[config.mk]
export PLATFORM = sky130hd
export DESIGN_NAME = alu_sequencer
export DESIGN_NICKNAME = d
export VERILOG_FILES = /design/src/rtl/alu_seq_pkg.sv /design/src/rtl/alu_ctrl_decode.sv /design/src/rtl/alu_sequencer.sv
export SDC_FILE = /design/constraint.sdc
export NUM_CORES = 1
export LEC_CHECK = 0
export CAP_MARGIN = 20
export CORE_AREA = 2 2 159 161
export CTS_CLUSTER_DIAMETER = 60
export DETAILED_ROUTE_END_ITERATION = 8
export DIE_AREA = 0 0 161 163
export GPL_TIMING_DRIVEN = 0
export PLACE_DENSITY_LB_ADDON = 0.25
export SYNTH_ARGS = -nofsm -noshare
export SYNTH_HDL_FRONTEND = slang
export SYNTH_SLANG_ARGS = --single-unit
[constraint.sdc]
create_clock -name CLK -period 2.7 [get_ports CLK]
set_clock_uncertainty 0.2 [all_clocks]
set_input_delay 0.54 -clock CLK [delete_from_list [all_inputs] [get_ports CLK]]
set_output_delay 0.54 -clock CLK [all_outputs]
set_load 0.01 [all_outputs]
[src/rtl/alu_seq_pkg.sv]
// Shared constants and types for the ALU sequencer slice.
// ALU control codes, LEGv8 opcodes, ALUOp encodings, FSM states.
package alu_seq_pkg;

  localparam logic [3:0] ALUC_AND   = 4'b0000;
  localparam logic [3:0] ALUC_ORR   = 4'b0001;
  localparam logic [3:0] ALUC_ADD   = 4'b0010;
  localparam logic [3:0] ALUC_SUB   = 4'b0110;
  localparam logic [3:0] ALUC_PASSB = 4'b0111;

  localparam logic [10:0] OPC_ADD = 11'b10001011000;
  localparam logic [10:0] OPC_SUB = 11'b11001011000;
  localparam logic [10:0] OPC_AND = 11'b10001010000;
  localparam logic [10:0] OPC_ORR = 11'b10101010000;

  localparam logic [1:0] ALUOP_MEM   = 2'b00;
  localparam logic [1:0] ALUOP_CBZ   = 2'b01;
  localparam logic [1:0] ALUOP_RTYPE = 2'b10;
  localparam logic [1:0] ALUOP_RSVD  = 2'b11;

  typedef enum logic [1:0] {
    S_IDLE,
    S_DRIVE,
    S_RESP
  } state_t;

endpackage

[src/rtl/alu_ctrl_decode.sv]
// ALUOp + opcode to 4-bit ALU control decode.
// Purely combinational; shared with the single-cycle control path.
module alu_ctrl_decode
  import alu_seq_pkg::*;
(
  input  logic [1:0]  aluop,
  input  logic [10:0] opcode,
  output logic [3:0]  code,
  output logic        illegal
);

  always_comb begin
    code    = ALUC_ADD;
    illegal = 1'b0;
    unique case (aluop)
      ALUOP_MEM: code = ALUC_ADD;
      ALUOP_CBZ: code = ALUC_PASSB;
      ALUOP_RTYPE: begin
        unique case (1'b1)
          (opcode == OPC_ADD): code = ALUC_ADD;
          (opcode == OPC_SUB): code = ALUC_SUB;
          (opcode == OPC_AND): code = ALUC_AND;
          (opcode == OPC_ORR): code = ALUC_ORR;
          default:             illegal = 1'b1;
        endcase
      end
      ALUOP_RSVD: illegal = 1'b1;
    endcase
  end

endmodule

[src/rtl/alu_sequencer.sv]
// Initiator for the combinational 64-bit ALU: request in, drive,
// settle, capture R/ZERO, return on a valid/ready response channel.
module alu_sequencer
  import alu_seq_pkg::*;
#(
  parameter int WIDTH         = 64,
  parameter int SETTLE_CYCLES = 1
) (
  input  logic             CLK,
  input  logic             RST_N,
  input  logic             REQ_VALID,
  output logic             REQ_READY,
  input  logic [10:0]      REQ_OPCODE,
  input  logic [1:0]       REQ_ALUOP,
  input  logic [WIDTH-1:0] REQ_A,
  input  logic [WIDTH-1:0] REQ_B,
  output logic [WIDTH-1:0] ALU_A,
  output logic [WIDTH-1:0] ALU_B,
  output logic [3:0]       ALU_C,
  input  logic [WIDTH-1:0] ALU_R,
  input  logic             ALU_ZERO,
  output logic             RSP_VALID,
  input  logic             RSP_READY,
  output logic [WIDTH-1:0] RSP_RESULT,
  output logic             RSP_ZERO,
  output logic             RSP_ERR,
  output logic             BUSY
);

  localparam logic [3:0] LAST = 4'(SETTLE_CYCLES - 1);

  state_t     state;
  state_t     state_nxt;
  logic [3:0] cnt;
  logic [3:0] dec_code;
  logic       dec_illegal;
  logic       accept;
  logic       capture;

  alu_ctrl_decode u_decode (
    .aluop   (REQ_ALUOP),
    .opcode  (REQ_OPCODE),
    .code    (dec_code),
    .illegal (dec_illegal)
  );

  assign accept  = (state == S_IDLE) && REQ_VALID;
  assign capture = (state == S_DRIVE) && (cnt == LAST);

  always_ff @(posedge CLK or negedge RST_N) begin
    if (!RST_N) state <= S_IDLE;
    else        state <= state_nxt;
  end

  always_comb begin
    state_nxt = state;
    REQ_READY = 1'b0;
    RSP_VALID = 1'b0;
    BUSY      = 1'b1;
    unique case (state)
      S_IDLE: begin
        REQ_READY = 1'b1;
        BUSY      = 1'b0;
        if (accept)
          state_nxt = dec_illegal ? S_RESP : S_DRIVE;
      end
      S_DRIVE: begin
        if (capture) state_nxt = S_RESP;
      end
      S_RESP: begin
        RSP_VALID = 1'b1;
        if (RSP_READY) state_nxt = S_IDLE;
      end
      default: state_nxt = S_IDLE;
    endcase
  end

  always_ff @(posedge CLK or negedge RST_N) begin
    if (!RST_N)
      cnt <= '0;
    else if (state == S_DRIVE)
      cnt <= capture ? 4'd0 : cnt + 4'd1;
  end

  // ALU inputs only move on a legal accept, so the ALU never sees
  // an undecoded control code.
  always_ff @(posedge CLK or negedge RST_N) begin
    if (!RST_N) begin
      ALU_A      <= '0;
      ALU_B      <= '0;
      ALU_C      <= '0;
      RSP_RESULT <= '0;
      RSP_ZERO   <= 1'b0;
      RSP_ERR    <= 1'b0;
    end else begin
      if (accept && !dec_illegal) begin
        ALU_A <= REQ_A;
        ALU_B <= REQ_B;
        ALU_C <= dec_code;
      end
      if (accept && dec_illegal) begin
        RSP_RESULT <= '0;
        RSP_ZERO   <= 1'b0;
        RSP_ERR    <= 1'b1;
      end
      if (capture) begin
        RSP_RESULT <= ALU_R;
        RSP_ZERO   <= ALU_ZERO;
        RSP_ERR    <= 1'b0;
      end
    end
  end

endmodule
; ---- Word level (Yosys, flattened, before mapping)
; Cells that the tools add are included.
[totals]
in_bits = 210
out_inout_bits = 201
mem_bits_rw = 0
mem_bits_ro = 0
regBits = 204
wordCells = 50
latch_bits = 0
memories = 0
[op_classes]
eq_ne = 12
n_bitwise = 0
mux = 19
addsub = 1
n_div = 0
multipliers = 0
n_lt_le_gt_ge = 0
reduce_logical = 10
shift = 0
[op_table]
columns = cell, count
row1 = 64-bit 2-to-1 mux, 2
row2 = 11-bit equality test (second input constant), 4
row3 = 3-bit case mux with 3 select lines, 1
row4 = 1-bit 2-to-1 mux, 8
row5 = 2-bit 2-to-1 mux, 4
row6 = 2-bit equality test (second input constant), 3
row7 = 2-bit != test (second input constant), 3
row8 = 2-bit case mux with 3 select lines, 1
row9 = 3-bit case mux with 2 select lines, 1
row10 = 4-bit by 1-bit adder with 4-bit output (second input constant), 1
row11 = 2-bit by 1-bit equality test with 1-bit output (second input constant), 2
row12 = 1-bit logical AND, 4
row13 = 4-bit zero test, 1
row14 = 4-bit 2-to-1 mux, 1
row15 = 4-bit OR reduction, 1
row16 = 3-bit AND reduction, 1
row17 = 2-bit zero test, 1
row18 = 1-bit case mux with 2 select lines, 1
row19 = 2-bit nonzero test, 1
row20 = 1-bit zero test, 1

; ---- Longest topological paths before layout
[logic_depth]
word_depth = 7
depth_mapped = 8
ltp_nobuf = 6

; ---- Modules after synthesis
; From an unflattened synthesis, not the netlist that was laid out.
[hier_totals]
hier_cells = 630
area_unflattened_um2 = 8433.1
[by_module_without_submodules]
columns = module, seq_area_each_um2, area_each_um2, cells_each, instances
row1 = alu_sequencer, 5104.9, 8230.4, 605, 1
row2 = alu_ctrl_decode, 0.0, 202.7, 25, 1

; ---- Least setup slack after synthesis
; OpenSTA, ideal clock, no wires.
[synth_timing]
path_type = input to register
from = in REQ_ALUOP[0]
to = reg ALU_A[0]
setup_slack_ns = 0.335
setup_ns = 0.125
path_buffers = 3
required_ns = 2.375
cell_stages = 8
arrival_time_ns = 2.040
cell_sequence = inv_1 ha_1 or2_2 a211o_1 buf_2 buf_8 buf_6 mux2_4
[synth_between]
elab_chain_len = 4
word_cells_on_any_way = 5
cone_classes = eq/ne: 2 / mux: 1 / reduce/logical: 2
[synth_rtl]
columns = item, line_no
row1 = from (decl), alu_sequencer.sv:14  ; input logic [1:0] REQ_ALUOP,
row2 = 2-bit equality test, alu_ctrl_decode.sv:15  ; unique case (aluop)
row3 = 1-bit case mux with 2 select lines (*), alu_ctrl_decode.sv:15
row4 = 1-bit zero test (*), alu_sequencer.sv:96  ; if (accept && !dec_illegal) begin
row5 = 1-bit logical AND (*), alu_sequencer.sv:96
row6 = to (signal assigned), alu_sequencer.sv:89  ; ALU_A <= '0;
row7 = to (signal assigned), alu_sequencer.sv:97  ; ALU_A <= REQ_A;
row8 = to (decl), alu_sequencer.sv:17  ; output logic [WIDTH-1:0] ALU_A,
; Every way passes the cells marked *; elsewhere a longest branch is shown, timed or not.
; A chain may end at the register's enable or synchronous reset.

; ---- Worst setup path in the final report
[layout_timing]
from = in REQ_ALUOP[0]
to = reg ALU_B[31]
[layout_between]
elab_chain_len = 4
word_cells_on_any_way = 5
cone_classes = eq/ne: 2 / mux: 1 / reduce/logical: 2
[layout_rtl]
columns = item, line_no
row1 = 2-bit equality test, alu_ctrl_decode.sv:15
row2 = 1-bit case mux with 2 select lines (*), alu_ctrl_decode.sv:15
row3 = 1-bit zero test (*), alu_sequencer.sv:96
row4 = 1-bit logical AND (*), alu_sequencer.sv:96
row5 = to (signal assigned), alu_sequencer.sv:90  ; ALU_B <= '0;
row6 = to (signal assigned), alu_sequencer.sv:98  ; ALU_B <= REQ_B;
row7 = to (decl), alu_sequencer.sv:18  ; output logic [WIDTH-1:0] ALU_B,
; Marked as above.

==> key figures <==
Drt
  – Via Count: 6385
  – Routed wire length: 24.73 mm
  – Routed Antenna Nets: 0
  – DR WL/cell: 17.66 um
  – Post-DR vias/cell: 4.561
  – DRT Pass-1 Iters: 6
  – DRC viols: 0
  – Iteration-0 DRC Markers: 312

Logic synthesis
  – Yosys top cell by area: dfrtp_1
  – Commonest cells post-synth: 203 x dfrtp_1, 136 x nand2_1, 81 x mux2_4
  – Share of the synthesized area in the top cell type: 61.57%
  – Primary FF master, synth: dfrtp_1
  – Netlist Area Pre-Place: 8250 um2
  – Netlist cell types: 34
  – Async set or reset register ratio after synthesis: 100.0%
  – Top cells by area, synth: dfrtp_1 62%, mux2_4 15%, mux2_2 6.8%
  – Mean area per synthesized cell: 13.33 um2
  – Sequential share of the synthesized area: 61.57%
  – Synth warn: 0
  – Syn_nets: 834
  – Post-synth EDFFs: 0
  – Yosys reg bits: 203
  – Cell count after synthesis: 619
  – Dominant cell by count in the synthesized netlist: dfrtp_1

Timing
  – Final hold viol count: 0
  – Max Slew Vio Count: 0
  – Min cycle time layout: 2.535 ns
  – Peak Freq: 394.5 MHz
  – Min setup slack post-route: 0.1653 ns
  – Setup tns final: 0 ns
  – Final period utilization: 93.88%
  – Measured slew at the worst slew-check pin: 0.7206 ns
  – Final setup fails: 0
  – RSZ-0062 raised after global routing: no
  – Fin Hold WS: 0.2951 ns
  – Max-slew headroom: 51.96%

Power
  – Power share of the combinational group: 43.0%
  – Worst-case vdd ir drop: 0.5826 mV
  – Design Power: 14.73 mW
  – Part of the power in registers: 35.0%
  – Internal Dissipation: 10.39 mW
  – Clock share of power: 22.0%
  – Net switching power: 4.331 mW
  – PD cells: 1082 nW/um2
  – Sw frac: 29.41%
  – Leak: 6.007 nW

Place
  – Post-detail-place hpwl: 18.37 mm
  – Post-DP Area: 12790 um2
  – Port buffer count: 409
  – Setup WS pre-CTS: -0.4759 ns
  – Final GP Congestion: 0.7856
  – DP Cell Count: 1359

Final layout
  – Final Non-Filler Cells: 1400
  – Synthesis-to-finish area growth: 64.89%
  – Area of the multi-input gates: 2927 um2
  – Final net count: 1272
  – Final instance area: 13600 um2
  – Storage element area: 5080 um2
  – Share of layout cells above drive strength 1: 18.41%
  – Antenna diodes: 0
  – End-of-flow core utilization: 55.14%
  – Fillers: 2146

Floorplan
  – Initial Util: 33.44%
  – Io pins: 411
  – Die Footprint: 26240 um2
  – Core Rows: 58
  – Die span in x: 161 um
  – Core area: 24670 um2
  – Die H: 163 um

Global routing
  – First-pass GRT wire length: 37.79 mm
  – Antenna violations before repair: 1
  – Number of global-route vias before repair: 6589
  – Largest net degree at the start of global routing: 115
  – GRT Residual Overflow: 0
  – GRT Resource Usage Total: 18.29%

Clock network
  – Max clock buf depth: 3
  – Clk Latency, worst-skew pair: 0.51 ns
  – Htree depth: 1
  – # clock sinks: 203
  – TritonCTS buffer count: 25
  – Post-CTS Setup Bufs: 0
  – Worst-path clk slew: 0.06 ns
  – CTS tree: done
  – Clk root buf: clkbuf_16

Job
  – Maxcap violations: 0

Worst setup path
  – Crit Path Category: in -> reg
  – CP required: 2.88 ns
  – RR Startpoint: cnt[0]$_DFFE_PN0P_
  – Worst r2r path cells: 8
  – CP Max Fanout: 10
  – Kind of start point of the critical path: input pin
  – RR Endpoint: RSP_RESULT[20]$_DFFE_PN0P_
  – Crit end category: flop
  – Worst R2R Setup Slack: 0.22 ns
  – Crit path DAT: 2.72 ns

Min path
  – Hold worst-path end: cnt[3]$_DFFE_PN0P_
  – Hold path cells: 1
  – HP Start: cnt[3]$_DFFE_PN0P_
  – Hold Crit Class: reg -> reg

Status
  – Outcome: complete, no violations
## logic make-up after synthesis
kind of cell | synth area share [%]
AND/OR/NAND/NOR | 7.916
adder cells (fa/ha/maj) | 0.7583
AO/OA/AOI/OAI | 4.853
buffers and inverters | 3.063
XOR/XNOR | 0.1062
multiplexers | 21.69
flip-flops | 61.57
other | 0.04545
## critical path: stages
cell,delay (ns)
clkdlybuf4s50_1,0.50
inv_1,0.05
ha_1,0.23
or2_2,0.32
a211o_1,0.25
buf_2,0.17
buf_8,0.16
buf_6,0.17
mux2_4,0.31
## cell type report
cell class | instances | share of cell area [%]
inverters | 8 | 0.2207
clock buffers | 35 | 5.169
well taps | 330 | 3.035
clock inverters | 5 | 0.6070
repair buffers | 411 | 30.41
plain buffers | 37 | 1.711
multi-input cells | 371 | 21.51
flip-flops and latches | 203 | 37.34
## layer usage
| layer | vias to the layer above | global-route usage (%) | share of wire, % |
|---|---|---|---|
| li1 | 2957 | - | - |
| met1 | 3088 | 22.29 | 40 |
| met2 | 280 | 30.30 | 47 |
| met3 | 60 | 5.348 | 8.0 |
| met4 | 0 | 7.955 | 4.5 |
| met5 | - | 0 | 0 |
## state kept, by name (all words and copies together) (netlist names)
register and cells:
ALU_A 64, ALU_B 64, ALU_C 3, RSP_ERR 1, RSP_RESULT 64, RSP_ZERO 1, cnt 4, state 2
## worst max-delay path by stage
stage                             startpoint                         end  slack [ns]
after global placement                 RST_N       ALU_B[50]$_DFFE_PN0P_       -8.13
final                           REQ_ALUOP[0]       ALU_B[31]$_DFFE_PN0P_        0.17
after detailed placement       REQ_OPCODE[0]  RSP_RESULT[59]$_DFFE_PN0P_       -0.48
after floorplan                 REQ_ALUOP[0]        ALU_A[0]$_DFFE_PN0P_        0.33
after global routing      cnt[0]$_DFFE_PN0P_  RSP_RESULT[27]$_DFFE_PN0P_        0.02
after CTS                      REQ_OPCODE[0]  RSP_RESULT[39]$_DFFE_PN0P_        0.07
## placed cells by master (no fill, tap or decap), types with 4 or more instances in the layout
cell type and instances:
nor2_1 4, buf_6 8, ha_1 5, clkbuf_1 18, mux2_4 81, clkbuf_16 25, clkbuf_8 4, nand2_1 136
inv_1 8, clkbuf_2 8, dfrtp_1 203, buf_2 7, mux2_2 50, a21oi_1 65, clkdlybuf4s50_1 408
## power by group through the flow
| stage | clock network [mW] | registers [mW] | logic, mW |
|---|---|---|---|
| detailed placement | 0 | 5.20 | 6.37 |
| floorplan | 0 | 5.82 | 1.95 |
| CTS | 3.34 | 5.16 | 6.42 |
| global route | 3.48 | 5.34 | 6.73 |
| global placement | 0 | 5.14 | 6.35 |
| finish | 3.24 | 5.15 | 6.34 |
## timing repair
action                                  4_1_cts  5_1_grt
hold buffers                                  1        0
endpoints found under the setup margin        0       47
endpoints found under the hold margin        89        0
resized for setup                             0       15
(Power assumes the default switching activity.)
